--- src/rtl/uart_word_packer.sv ---
// Packs UART receive bytes into little-endian words with idle-timeout flush of partial words.
// Accumulator plus output register; bytes that cannot be stored are dropped and flagged.
module uart_word_packer #(
    parameter int BYTE_W  = 8,
    parameter int BYTES   = 4,
    parameter int TIMEOUT = 86800
) (
    input  logic                         CLK100MHZ,
    input  logic                         RESETN,
    input  logic [BYTE_W-1:0]            RX_DATA,
    input  logic                         RX_DONE,
    output logic [BYTE_W*BYTES-1:0]      WORD,
    output logic                         WORD_VALID,
    input  logic                         WORD_READY,
    output logic [$clog2(BYTES+1)-1:0]   WORD_LEN,
    output logic                         PARTIAL,
    output logic                         OVERRUN,
    input  logic                         CLEAR_ERR,
    output logic [1:0]                   o_dbg_state
);

    localparam int WORD_W = BYTE_W * BYTES;
    localparam int LEN_W  = $clog2(BYTES + 1);
    localparam int TMR_W  = (TIMEOUT > 2) ? $clog2(TIMEOUT) : 1;

    typedef enum logic [1:0] {
        ST_EMPTY   = 2'd0,
        ST_COLLECT = 2'd1,
        ST_PEND    = 2'd2
    } state_t;

    state_t             r_state;
    logic [WORD_W-1:0]  r_acc;
    logic [LEN_W-1:0]   r_cnt;
    logic [TMR_W-1:0]   r_timer;
    logic               r_pend_partial;

    logic [WORD_W-1:0]  r_word;
    logic               r_word_valid;
    logic [LEN_W-1:0]   r_word_len;
    logic               r_partial;
    logic               r_overrun;

    logic               w_out_free;
    logic [WORD_W-1:0]  w_acc_ins;
    logic [LEN_W-1:0]   w_cnt_inc;
    logic               w_full;
    logic               w_flush;
    logic               w_produce;
    logic               w_drop;
    logic [WORD_W-1:0]  w_prod_word;
    logic [LEN_W-1:0]   w_prod_len;
    logic               w_prod_partial;

    // Handshake: a word transfers on any rising edge where WORD_VALID and WORD_READY are both 1;
    // WORD/WORD_LEN/PARTIAL never change while WORD_VALID=1 and WORD_READY=0.
    always_comb begin
        w_out_free = !r_word_valid || WORD_READY;
        w_acc_ins  = r_acc;
        for (int i = 0; i < BYTES; i++) begin
            if (r_cnt == LEN_W'(i)) begin
                w_acc_ins[i*BYTE_W +: BYTE_W] = RX_DATA;
            end
        end
        w_cnt_inc = r_cnt + LEN_W'(1);

        w_full    = (r_state != ST_PEND) && RX_DONE && (w_cnt_inc == LEN_W'(BYTES));
        // The byte wins over a flush in the same cycle; firing one cycle early makes
        // WORD_VALID rise exactly TIMEOUT cycles after the last strobe.
        w_flush   = (r_state == ST_COLLECT) && !RX_DONE && (r_timer == TMR_W'(TIMEOUT - 2));
        w_produce = w_full || w_flush || (r_state == ST_PEND);
        w_drop    = (r_state == ST_PEND) && RX_DONE && !w_out_free;

        w_prod_word    = w_full ? w_acc_ins : r_acc;
        w_prod_len     = w_full ? LEN_W'(BYTES) : r_cnt;
        w_prod_partial = (r_state == ST_PEND) ? r_pend_partial : w_flush;
    end

    always_ff @(posedge CLK100MHZ or negedge RESETN) begin
        if (!RESETN) begin
            r_state        <= ST_EMPTY;
            r_acc          <= '0;
            r_cnt          <= '0;
            r_timer        <= '0;
            r_pend_partial <= 1'b0;
            r_word         <= '0;
            r_word_valid   <= 1'b0;
            r_word_len     <= '0;
            r_partial      <= 1'b0;
            r_overrun      <= 1'b0;
        end else begin
            if (w_produce && w_out_free) begin
                r_word       <= w_prod_word;
                r_word_len   <= w_prod_len;
                r_partial    <= w_prod_partial;
                r_word_valid <= 1'b1;
            end else if (WORD_READY) begin
                r_word_valid <= 1'b0;
            end

            if (w_drop) begin
                r_overrun <= 1'b1;
            end else if (CLEAR_ERR) begin
                r_overrun <= 1'b0;
            end

            case (r_state)
                ST_EMPTY, ST_COLLECT: begin
                    if (RX_DONE) begin
                        r_timer <= '0;
                        if (w_full && w_out_free) begin
                            r_acc   <= '0;
                            r_cnt   <= '0;
                            r_state <= ST_EMPTY;
                        end else begin
                            r_acc          <= w_acc_ins;
                            r_cnt          <= w_cnt_inc;
                            r_pend_partial <= 1'b0;
                            r_state        <= w_full ? ST_PEND : ST_COLLECT;
                        end
                    end else if (w_flush) begin
                        r_timer        <= '0;
                        r_pend_partial <= 1'b1;
                        if (w_out_free) begin
                            r_acc   <= '0;
                            r_cnt   <= '0;
                            r_state <= ST_EMPTY;
                        end else begin
                            r_state <= ST_PEND;
                        end
                    end else if (r_state == ST_COLLECT) begin
                        r_timer <= r_timer + TMR_W'(1);
                    end else begin
                        r_timer <= '0;
                    end
                end
                ST_PEND: begin
                    if (w_out_free) begin
                        // A byte arriving in the drain cycle starts the next word in lane 0.
                        if (RX_DONE) begin
                            r_acc   <= WORD_W'(RX_DATA);
                            r_cnt   <= LEN_W'(1);
                            r_state <= ST_COLLECT;
                        end else begin
                            r_acc   <= '0;
                            r_cnt   <= '0;
                            r_state <= ST_EMPTY;
                        end
                        r_timer <= '0;
                    end
                end
                default: begin
                    r_state <= ST_EMPTY;
                end
            endcase
        end
    end

    assign WORD        = r_word;
    assign WORD_VALID  = r_word_valid;
    assign WORD_LEN    = r_word_len;
    assign PARTIAL     = r_partial;
    assign OVERRUN     = r_overrun;
    assign o_dbg_state = r_state;

endmodule

--- config.mk ---
export PLATFORM = sky130hd
export DESIGN_NAME = uart_word_packer
export DESIGN_NICKNAME = d
export VERILOG_FILES = /design/src/rtl/uart_word_packer.sv
export SDC_FILE = /design/constraint.sdc
export NUM_CORES = 1
export LEC_CHECK = 0
export ABC_AREA = 0
export BUFFER_PORTS_ARGS = -buffer_cell sky130_fd_sc_hd__buf_2
export CORE_MARGIN = 2
export CORE_UTILIZATION = 62
export CTS_CLUSTER_SIZE = 14
export DETAILED_ROUTE_END_ITERATION = 7
export PLACE_DENSITY = 0.88
export RECOVER_POWER = 100
export SYNTH_ARGS = -nofsm -noshare
export SYNTH_HDL_FRONTEND = slang
export SYNTH_SLANG_ARGS = --single-unit
--- constraint.sdc ---
create_clock -name CLK100MHZ -period 4 [get_ports CLK100MHZ]
set_input_delay 0.2 -clock CLK100MHZ [delete_from_list [all_inputs] [get_ports CLK100MHZ]]
set_output_delay 0.2 -clock CLK100MHZ [all_outputs]
set_load 0.05 [all_outputs]
## Word level (Yosys, flattened, before mapping)

Cells that the tools add are included.

| storage, ports and cells | value |
|---|---|
| flip-flop bits (word level) | 93 |
| bits of input ports | 13 |
| output and inout bits | 40 |
| logic and storage cells | 90 |

| cells by class | value |
|---|---|
| add/subtract/negate cells | 2 |
| equality and inequality tests | 12 |
| multiplexer cells | 41 |
| reduce and logical (&&, ||, !) cells | 25 |

Operators by type and width:

| operator | number |
|---|---|
| $mux W32 | 6 |
| $mux W17 | 4 |
| $pmux W32 S2 | 1 |
| $mux W8 | 5 |
| $pmux W17 S2 | 1 |
| $mux W3 | 6 |
| $add A17 B1 Y17 const B | 1 |
| $eq A17 B17 Y1 const B | 1 |
| $mux W2 | 6 |
| $mux W1 | 10 |
| $logic_and A1 B1 Y1 | 8 |
| $reduce_bool A2 Y1 | 4 |
| $eq A3 B2 Y1 const B | 2 |
| $ne A2 B2 Y1 const B | 3 |
| $ne A3 B3 Y1 const B | 2 |
| $pmux W3 S2 | 1 |
| $pmux W2 S2 | 1 |
| $reduce_and A2 Y1 | 2 |
| $reduce_and A4 Y1 | 1 |
| $add A3 B1 Y3 const B | 1 |
| $eq A3 B1 Y1 const B | 1 |
| $eq A3 B3 Y1 const B | 1 |
| $logic_not A1 Y1 | 3 |
| $logic_not A3 Y1 | 1 |
| 6 further kinds | 8 |

## Longest topological paths before layout

Gate-level depths: netlist of run 1.

| depth | value |
|---|---|
| depth after elaboration | 7 |
| depth in mapped cells | 8 |
| mapped depth without buffers | 7 |

## Least setup slack after synthesis of run 1

No wires, ideal clock.

| timing path | value |
|---|---|
| kind | reg2reg |
| start point | reg r_timer[0] |
| end point | reg r_acc[0] |
| setup time | 0.121 ns |
| data arrival time | 2.156 ns |
| data required time | 3.879 ns |
| path slack | 1.723 ns |
| cell stages (with the launch flop) | 8 |
| path buffers | 0 |
| period minus slack after synthesis | 2.277 ns |
| cells stage by stage | dfrtp_1 > inv_1 > ha_1 > or4bb_1 > or4_4 > o21ai_2 > o21ai_2 > a22o_1 |

| on the way | value |
|---|---|
| longest elaborated chain between the ends | 4 |

RTL lines:

| element | line | RTL |
|---|---|---|
| from (decl) | 35 | `logic [TMR_W-1:0] r_timer;` |
| from (signal assigned) | 132 | `r_timer <= r_timer + TMR_W'(1);` |
| $eq A17 B17 Y1 | 70 | `w_flush = (r_state == ST_COLLECT) && !RX_DONE && (r_timer == TMR_W'(TIMEOUT - 2));` |
| $logic_and A1 B1 Y1 | 70 |  |
| $ne A3 B3 Y1 (no line) | -- |  |
| $reduce_and A4 Y1 (no line) | -- |  |
| to (signal assigned) | 116 | `r_acc <= w_acc_ins;` |
| to (signal assigned) | 141 | `r_acc <= WORD_W'(RX_DATA);` |
| to (decl) | 33 | `logic [WORD_W-1:0] r_acc;` |

Every way passes these cells.
A chain may end at the register's enable or synchronous reset.

## Worst setup path after layout of run 1

| timing path | value |
|---|---|
| start point | reg r_timer[0] |
| end point | reg r_acc[7] |

Same word-level chain as after synthesis.

==> results by group, run 1 <==
Place
  – PortBufs: 52
  – Post-DP HPWL: 6596 um
  – Routability Congestion: 0.9434
  – Pre-CTS WS: 1359 ps

GRT
  – Grt ovf: 0
  – Largest net degree at the start of global routing: 65
  – First-pass GRT wire length: 16130 um
  – Number of global-route vias before repair: 3299
  – Overall Global Routing Usage: 27.23%
  – Antenna violations before repair: 0

Detailed routing
  – Wire length on met2: 4740 um
  – Initial DRC count: 295
  – Highest Signal Layer: met4
  – Drt total wl: 9797 um
  – Via total after detailed routing: 3440
  – Post-DR wirelength/cell: 17.43 um
  – Drt first pass iters: 5
  – DRC viols: 0
  – DR vias/cell: 6.121
  – Routed wl met3: 594 um
  – M1 wire length: 4354 um
  – Final ANT Viol Nets: 0

Worst setup path
  – Setup crit end kind: flop
  – Delay-heaviest family, CP: compound AO/OA/AOI/OAI gates
  – Worst Path Required: 4250 ps
  – Worst EP arrival: 3290 ps
  – Slowest stage delay, CP: 680 ps
  – Crit-path slowest cell: o21ai_0
  – Startpoint Class: flop
  – CP max FO: 8
  – Critical setup path kind: flop to flop
  – Cells along the critical path: inv_1 -> ha_1 -> or4bb_1 -> or4_1 -> o21ai_0 -> o21ai_2 -> a22o_1
  – CP Buf/Inv Count: 1

Pwr
  – Sw Ratio: 43.33%
  – Peak supply drop: 0.0004090 V
  – P per Cell Area: 574.4 nW/um^2
  – P_leak: 0.002310 uW
  – Internal power: 1553 uW
  – Sequential power share: 44.9%
  – Share of total power in combinational logic: 32.8%
  – Clk network pwr share: 22.3%
  – NetSw: 1187 uW

Yosys
  – Post-synthesis sequential area ratio: 53.49%
  – Mapped Area: 4350 um^2
  – Unique masters post-synth: 43
  – Synth Warn #: 0
  – Async SR Flop Fraction: 100.0%
  – Mean post-synth cell area: 10.43 um^2
  – Post-synth EDFFs: 0
  – Syn nets: 438
  – Cell taking the most area after synthesis: dfrtp_1
  – Yosys reg bits: 93
  – Synth top area cells: dfrtp_1 53%, mux2i_1 7.4%, a22o_1 6.4%
  – Cell count after synthesis: 417
  – Top_reg_cell synth: dfrtp_1
  – Synth top area share: 53.49%

STA
  – FMAX: 0.3288 GHz
  – Period minus WS final: 3041 ps
  – Worst-Margin Slew: 957.4 ps
  – Fin Setup TNS: 0 ps
  – RSZ-0062 raised after global routing: false
  – Max-slew headroom: 35.94%
  – Fin. max-slew vios: 0
  – Final Skew: 11.03 ps
  – Setup ws final: 959.0 ps
  – Setup violations, final: 0
  – Final hold violations: 0
  – Crit share post-route: 76.03%

Die
  – IO Pins: 53
  – Core area: 6794 um^2
  – Die area: 7703 um^2
  – Die H: 87.77 um
  – Row cnt: 30
  – Die Wd: 87.77 um
  – Starting Density: 64.03%

Clock network
  – Worst-skew pair later-pin latency: 360 ps
  – H-tree depth: 3
  – CTS tree: built
  – Total CTS buffers: 9
  – Clk Tree Root Cell: clkbuf_8
  – Post-CTS Setup Bufs: 0
  – Reg clk slew, reported paths: 100 ps
  – Clock Sinks: 93
  – CTS Buffer Depth: 2

Finish
  – ANT cells: 0
  – Final core occ: 70.20%
  – Area Overhead vs Synth: 9.635%
  – Layout cells sized above 1: 7.725%
  – Fill count: 534
  – Nets: 482

Run status
  – Outcome: complete, no violations

Hold path
  – Hold/Removal Path Class: primary input to flop

Run
  – # Max-Cap Violations: 0
[cell families (layout without fill, tap and decap cells)]
| logic type | after synthesis | count (layout) | synth area share (%) |
|---|---|---|---|
| DFF | 93 | 93 | 53.49 |
| adders and majority gates | 8 | 8 | 2.301 |
| and+or+nand+nor | 122 | 122 | 13.60 |
| muxes | 32 | 32 | 7.363 |
| buffers and inverters | 32 | 81 | 3.394 |
| AOI/OAI and AO/OA | 130 | 130 | 19.84 |
[through the flow]
step | power, uW | std cells | hold WS [ps] | instance area, um^2
after detailed placement | 2179 | 545 | 271.2 | 4642
final | 2740 | 562 | 15.56 | 4770
after global routing | 2878 | 562 | 12.40 | 4770
after floorplan | 1942 | 417 | -95.59 | 4350
after CTS | 2781 | 562 | 9.812 | 4838
after global placement | 2152 | 545 | 259.2 | 4642
[power groups by stage]
stage	clock [uW]	combinational (uW)	sequential [uW]
6_report	610	899	1230
5_1_grt	656	968	1250
3_5_place_dp	0	939	1240
3_3_place_gp	0	921	1230
2_1_floorplan	0	244	1700
4_1_cts	612	944	1220
[cells in the final DEF, fill, tap and decap left out, types with 2 or more instances in the layout]
cell type,n
clkbuf_1,41
buf_2,11
inv_1,9
nand2_1,24
and3_1,2
o211ai_1,3
inv_6,3
nor2b_1,6
inv_8,2
a21o_1,2
buf_4,3
nor4_1,4
o21a_1,2
or4_1,2
nand2b_1,3
o31ai_1,3
nand3_1,13
clkbuf_8,9
o21ai_0,34
a31oi_1,7
or4b_1,2
nor3_1,2
a22o_1,32
ha_1,8
nand4_1,10
mux2i_1,32
dfrtp_1,93
o21ai_2,2
or3_1,2
a21oi_1,37
nor2_1,47
[what timing repair did]
| item | CTS | global route |
|---|---|---|
| hold endpoints to repair | 50 | 0 |
| hold buffers | 1 | 0 |
| gates resized for setup | 0 | 0 |
[sequential cells by signal, summed over array words and instances, names as in the netlist, 2 cells and up]
signal       count
WORD            32
o_dbg_state      2
r_acc           32
r_timer         17
WORD_LEN         3
r_cnt            3
[synthesized netlist by cell type, types with 2 or more instances]
master	count
a21o_1	2
a21oi_1	37
a22o_1	32
a31oi_1	7
and3_1	2
buf_1	10
buf_2	4
buf_6	3
clkbuf_1	6
dfrtp_1	93
ha_1	8
inv_1	9
mux2i_1	32
nand2_1	24
nand2b_1	3
nand3_1	13
nand4_1	10
nor2_1	47
nor2b_1	6
nor3_1	2
nor4_1	4
o211ai_1	3
o21a_1	2
o21ai_0	32
o21ai_1	2
o21ai_2	3
o31ai_1	3
or3_1	2
or4b_1	2
[area by class of cell]
type | count | area [um^2] | share of cell area [%]
sequential | 93 | 2327 | 48.79
multi-input combinational | 292 | 1861 | 39.01
timing repair buffer | 56 | 241.5 | 5.063
clock buffer | 9 | 123.9 | 2.597
tap | 96 | 120.1 | 2.518
clock inverter | 7 | 62.56 | 1.312
inverter | 9 | 33.78 | 0.7083
[final timing paths]
path	start	to	slack, ps	depth (start not counted)
worst max-delay path	r_timer[0]$_DFFE_PN0P_	r_acc[7]$_DFFE_PN0P_	960	7
worst min-delay path	CLEAR_ERR	OVERRUN$_DFFE_PN0P_	20	2
worst max register to register	r_timer[0]$_DFFE_PN0P_	r_acc[7]$_DFFE_PN0P_	960	7
worst min register to register	r_timer[16]$_DFFE_PN0P_	r_timer[16]$_DFFE_PN0P_	510	1
max in group asynchronous	RESETN	r_acc[28]$_DFFE_PN0P_	2610	3
min in group asynchronous	RESETN	r_timer[8]$_DFFE_PN0P_	400	2
[per-layer routing]
layer,GRT usage [%],vias to the layer above
met4,8.531,0
met3,4.336,15
met2,43.73,127
li1,-,1608
met5,0,-
met1,38.46,1690
Note: power is estimated with default switching activity, not from simulation.
==> inputs of run 2 (changes only) <==
--- a/config.mk
+++ b/config.mk
@@ -8,10 +8,10 @@
 export ABC_AREA = 0
 export BUFFER_PORTS_ARGS = -buffer_cell sky130_fd_sc_hd__buf_2
 export CORE_MARGIN = 2
-export CORE_UTILIZATION = 62
+export CORE_UTILIZATION = 52
 export CTS_CLUSTER_SIZE = 14
 export DETAILED_ROUTE_END_ITERATION = 7
-export PLACE_DENSITY = 0.88
+export PLACE_DENSITY = 0.79
 export RECOVER_POWER = 100
 export SYNTH_ARGS = -nofsm -noshare
 export SYNTH_HDL_FRONTEND = slang
==> constraint.sdc (replaced) <==
create_clock -name CLK100MHZ -period 2.6 [get_ports CLK100MHZ]
set_input_delay 0.13 -clock CLK100MHZ [delete_from_list [all_inputs] [get_ports CLK100MHZ]]
set_output_delay 0.13 -clock CLK100MHZ [all_outputs]
set_load 0.05 [all_outputs]
==> results by group, run 2 (synthesis gave the netlist of run 1 again) <==
Place
  – PortBufs: 52
  – Routability Congestion: 0.8831
  – Pre-CTS WS: 142.9 ps
  – Area after DPL: 4746 um^2
  – DP Cell Count: 563
  – Post-DP HPWL: 6670 um

Worst setup path
  – CP max FO: 8
  – Worst EP arrival: 2760 ps
  – Startpoint Class: flop
  – Worst Path Required: 2900 ps
  – FF-to-FF setup slack: 130 ps
  – Critical setup path kind: flop to flop
  – Setup crit end kind: flop

Die
  – Die H: 95.47 um
  – Die Wd: 95.47 um
  – Die area: 9114 um^2
  – IO Pins: 53
  – Starting Density: 53.21%
  – Row cnt: 33
  – Core area: 8175 um^2

Detailed routing
  – DR vias/cell: 5.897
  – Post-DR wirelength/cell: 16.87 um
  – Via total after detailed routing: 3426
  – Final ANT Viol Nets: 0
  – DRC viols: 0
  – Drt first pass iters: 6
  – Initial DRC count: 215
  – Drt total wl: 9802 um

Clock network
  – H-tree depth: 3
  – Worst-skew pair later-pin latency: 370 ps
  – Reg clk slew, reported paths: 100 ps
  – CTS Buffer Depth: 2
  – Clock Sinks: 93
  – CTS tree: built
  – Clk Tree Root Cell: clkbuf_8
  – Total CTS buffers: 9

Pwr
  – Total power: 4209 uW
  – P per Cell Area: 861.4 nW/um^2
  – P_leak: 0.002360 uW
  – Peak supply drop: 0.0006344 V

Run
  – # Max-Cap Violations: 0

Run status
  – Outcome: complete, no violations

Finish
  – Register area: 2327 um^2
  – Area of the multi-input gates: 1876 um^2
  – Layout cells sized above 1: 9.874%
  – Area Overhead vs Synth: 12.31%
  – Nets: 492
  – Most common cell after layout, fill and taps aside: dfrtp_1
  – Most frequent cells in the layout: 93 x dfrtp_1, 47 x nor2_1, 41 x clkbuf_1
  – Fill count: 680
  – ANT cells: 0
  – Design Area, Final: 4886 um^2
  – Final non-filler cell total: 581

STA
  – Final hold violations: 0
  – FMAX: 0.4056 GHz
  – Final Skew: 14.79 ps
  – Setup violations, final: 0
  – Setup ws final: 134.6 ps
  – Fin. max-slew vios: 0
  – Max-slew headroom: 5.975%
  – Period minus WS final: 2465 ps
  – Fin Setup TNS: 0 ps
  – Crit share post-route: 94.82%
  – Worst-Margin Slew: 1410 ps
  – RSZ-0062 raised after global routing: false

GRT
  – Grt ovf: 0
  – Overall Global Routing Usage: 22.70%
  – Number of global-route vias before repair: 3212
  – Largest net degree at the start of global routing: 65
  – Antenna violations before repair: 0
  – First-pass GRT wire length: 16060 um

Hold path
  – Hold/Removal Path Class: primary input to flop
-- run 2: worst max-delay path: stages, from the launching register on --
cell and delay, ps:
dfrtp_1 460, ha_1 210, ha_1 350, nand2b_1 300, o21ai_0 160, clkbuf_1 170, nor2_1 490, a22o_1 260
-- run 2: worst paths after layout --
check	depth (start not counted)	from	end
max	7	r_cnt[1]$_DFFE_PN0P_	r_acc[17]$_DFFE_PN0P_
min	3	RX_DONE	r_cnt[1]$_DFFE_PN0P_
max reg2reg	7	r_cnt[1]$_DFFE_PN0P_	r_acc[17]$_DFFE_PN0P_
min reg2reg	1	r_timer[16]$_DFFE_PN0P_	r_timer[16]$_DFFE_PN0P_
max in group asynchronous	3	RESETN	r_acc[17]$_DFFE_PN0P_
min in group asynchronous	2	RESETN	WORD_LEN[0]$_DFFE_PN0P_
-- run 2: final cells by class --
cell class | count | area share, %
Sequential cell | 93 | 47.63
Multi-Input combinational cell | 292 | 38.39
Timing Repair Buffer | 66 | 6.684
Inverter | 9 | 0.6914
Clock inverter | 6 | 1.101
Clock buffer | 10 | 2.817
Tap cell | 105 | 2.689
-- run 2: per-stage QoR --
step | util (%) | hold slack, ps
floorplan | - | -165.6
CTS | 60.64 | 119.1
global route | 59.76 | 130.9
global placement | 58.05 | 243.6
detailed placement | 58.05 | 246.1
finish | 59.76 | 129.1
-- run 2: report_power, final --
group | internal (uW) | switching, uW
Combinational | 301 | 1090
Sequential | 1720 | 161
Clock | 391 | 544
-- run 2: metal layers --
layer	part of all wire [%]	vias to the layer above	track usage [%]
li1	-	1621	-
met5	0	-	0
met2	47	106	35.21
met1	46	1686	32.90
met3	5.2	13	4.190
met4	1.2	0	6.190
-- run 2: repair_timing --
| action | 4_1_cts | 5_1_grt |
|---|---|---|
| resized for setup | 0 | 1 |
| setup endpoints to repair | 0 | 3 |
| hold buffers | 2 | 0 |
| hold endpoints to repair | 59 | 0 |
| setup buffers | 0 | 0 |
==> inputs of run 3 (changes only) <==
--- a/config.mk
+++ b/config.mk
@@ -7,11 +7,13 @@
 export LEC_CHECK = 0
 export ABC_AREA = 0
 export BUFFER_PORTS_ARGS = -buffer_cell sky130_fd_sc_hd__buf_2
+export CELL_PAD_IN_SITES_DETAIL_PLACEMENT = 0
+export CELL_PAD_IN_SITES_GLOBAL_PLACEMENT = 2
 export CORE_MARGIN = 2
-export CORE_UTILIZATION = 52
+export CORE_UTILIZATION = 34
 export CTS_CLUSTER_SIZE = 14
 export DETAILED_ROUTE_END_ITERATION = 7
-export PLACE_DENSITY = 0.79
+export PLACE_DENSITY = 0.8
 export RECOVER_POWER = 100
 export SYNTH_ARGS = -nofsm -noshare
 export SYNTH_HDL_FRONTEND = slang
==> results by group, run 3 (synthesis gave the netlist of run 1 again) <==
GRT
  – First-pass GRT wire length: 17550 um
  – Grt ovf: 0
  – Largest net degree at the start of global routing: 50
  – Antenna violations before repair: 0
  – Overall Global Routing Usage: 16.91%
  – Number of global-route vias before repair: 3271

Clock network
  – Total CTS buffers: 9
  – Clock Sinks: 93
  – H-tree depth: 3
  – Worst-skew pair later-pin latency: 350 ps
  – Reg clk slew, reported paths: 70 ps
  – Clk Tree Root Cell: clkbuf_16
  – CTS tree: built
  – Post-CTS Setup Bufs: 0
  – CTS Buffer Depth: 2

Worst setup path
  – Startpoint Class: flop
  – Setup crit end kind: flop
  – Worst EP arrival: 2750 ps
  – FF-to-FF path depth: 8
  – Critical setup path kind: flop to flop
  – FF-to-FF setup slack: 140 ps
  – Worst Path Required: 2890 ps
  – RR Startpoint: r_timer[0]$_DFFE_PN0P_
  – RR Endpoint: r_acc[6]$_DFFE_PN0P_
  – CP max FO: 8

Run
  – # Max-Cap Violations: 0

Die
  – Core area: 12570 um^2
  – Row cnt: 41
  – Die Wd: 117.1 um
  – Starting Density: 34.61%
  – Die area: 13720 um^2
  – IO Pins: 53
  – Die H: 117.1 um

Hold path
  – Hold path cells: 3
  – Hold endpoint: o_dbg_state[0]$_DFFE_PN0P_
  – Hold/Removal Path Class: primary input to flop
  – Hold Crit Start: RX_DONE

Finish
  – Area Overhead vs Synth: 16.97%
  – Most frequent cells in the layout: 93 x dfrtp_1, 47 x nor2_1, 41 x clkbuf_1
  – Fill count: 1263
  – Layout cells sized above 1: 10.44%
  – Nets: 495
  – Most common cell after layout, fill and taps aside: dfrtp_1
  – ANT cells: 0
  – Design Area, Final: 5089 um^2

STA
  – Fin. max-slew vios: 0
  – Final hold slack: 164.2 ps
  – Setup violations, final: 0
  – Final Skew: 8.727 ps
  – RSZ-0062 raised after global routing: true
  – FMAX: 0.4059 GHz
  – Max-slew headroom: 17.81%
  – Worst-Margin Slew: 1233 ps
  – Setup ws final: 136.5 ps
  – Final hold violations: 0
  – Crit share post-route: 94.75%
  – Period minus WS final: 2464 ps

Place
  – Routability Congestion: 0.8605
  – PortBufs: 52
  – Area after DPL: 4865 um^2
  – Pre-CTS WS: 112.4 ps
  – Post-DP HPWL: 7223 um

Detailed routing
  – Drt first pass iters: 5
  – Final ANT Viol Nets: 0
  – DRC viols: 0
  – DR vias/cell: 5.187
  – Initial DRC count: 213
  – Via total after detailed routing: 3377
  – Post-DR wirelength/cell: 16.45 um
  – Drt total wl: 10710 um

Pwr
  – Peak supply drop: 0.0003409 V
  – P_leak: 0.002427 uW
  – Total power: 4558 uW
  – P per Cell Area: 895.6 nW/um^2

Run status
  – Outcome: complete, no violations
## run 3: cell types whose count changed in the layout (fill, tap and decap cells not counted), sizes merged
cell      delta
buf          +3
clkbuf       +2
clkinv       +1
clkinvlp     -1
inv          -2
## run 3: through the flow
step           utilization (%)  TNS, ps  instances
4_1_cts                  41.15        0        651
2_1_floorplan                -        0        417
5_1_grt                  40.49   -132.2        651
3_3_place_gp             38.71        0        633
3_5_place_dp             38.71        0        633
6_report                 40.49        0        651
## run 3: layout make-up
cell class                      count  area (um^2)  area share [%]
Clock buffer                       12        256.5           5.041
Clock inverter                      4        31.28          0.6147
Inverter                            9        33.78          0.6639
Multi-Input combinational cell    292         1871           36.76
Sequential cell                    93         2327           45.73
Tap cell                          172        215.2           4.229
Timing Repair Buffer               69        354.1           6.958
## run 3: repair_timing
action	in CTS	in global routing
endpoints found under the hold margin	49	0
endpoints found under the setup margin	0	17
gates resized for setup	0	1
hold buffers	2	0
## run 3: how the worst max path moves through the flow
| stage | start | to | slack (ps) | cells past startpoint |
|---|---|---|---|---|
| final | r_timer[0]$_DFFE_PN0P_ | r_acc[6]$_DFFE_PN0P_ | 140 | 8 |
| after CTS | r_timer[0]$_DFFE_PN0P_ | r_acc[6]$_DFFE_PN0P_ | 110 | 7 |
| after floorplan | r_timer[0]$_DFFE_PN0P_ | r_acc[0]$_DFFE_PN0P_ | 320 | 7 |
| after global routing | r_timer[0]$_DFFE_PN0P_ | r_timer[16]$_DFFE_PN0P_ | -40 | 7 |
| after global placement | r_timer[0]$_DFFE_PN0P_ | r_acc[1]$_DFFE_PN0P_ | 180 | 7 |
| after detailed placement | r_timer[0]$_DFFE_PN0P_ | r_acc[7]$_DFFE_PN0P_ | 110 | 7 |
## run 3: power breakdown
group	switching (uW)	internal [uW]	total, uW
clock	579	707	1290
sequential	156	1730	1880
combinational	1090	302	1390
## run 3: routing by layer
metal  up-vias  GRT usage, %  share of wire (%)
met4         0         5.569                1.4
met1      1645         24.25                 49
li1       1645             -                  -
met5         -             0                  0
met2        77         24.89                 45
met3        10         4.531                5.1
## run 3: worst max-delay path: stages (launching register included)
cell and delay, ps:
dfrtp_1 430, inv_1 80, ha_1 140, or4bb_1 480, nor4_1 410, a21boi_1 230, a211oi_1 290, buf_4 200
a22o_1 150
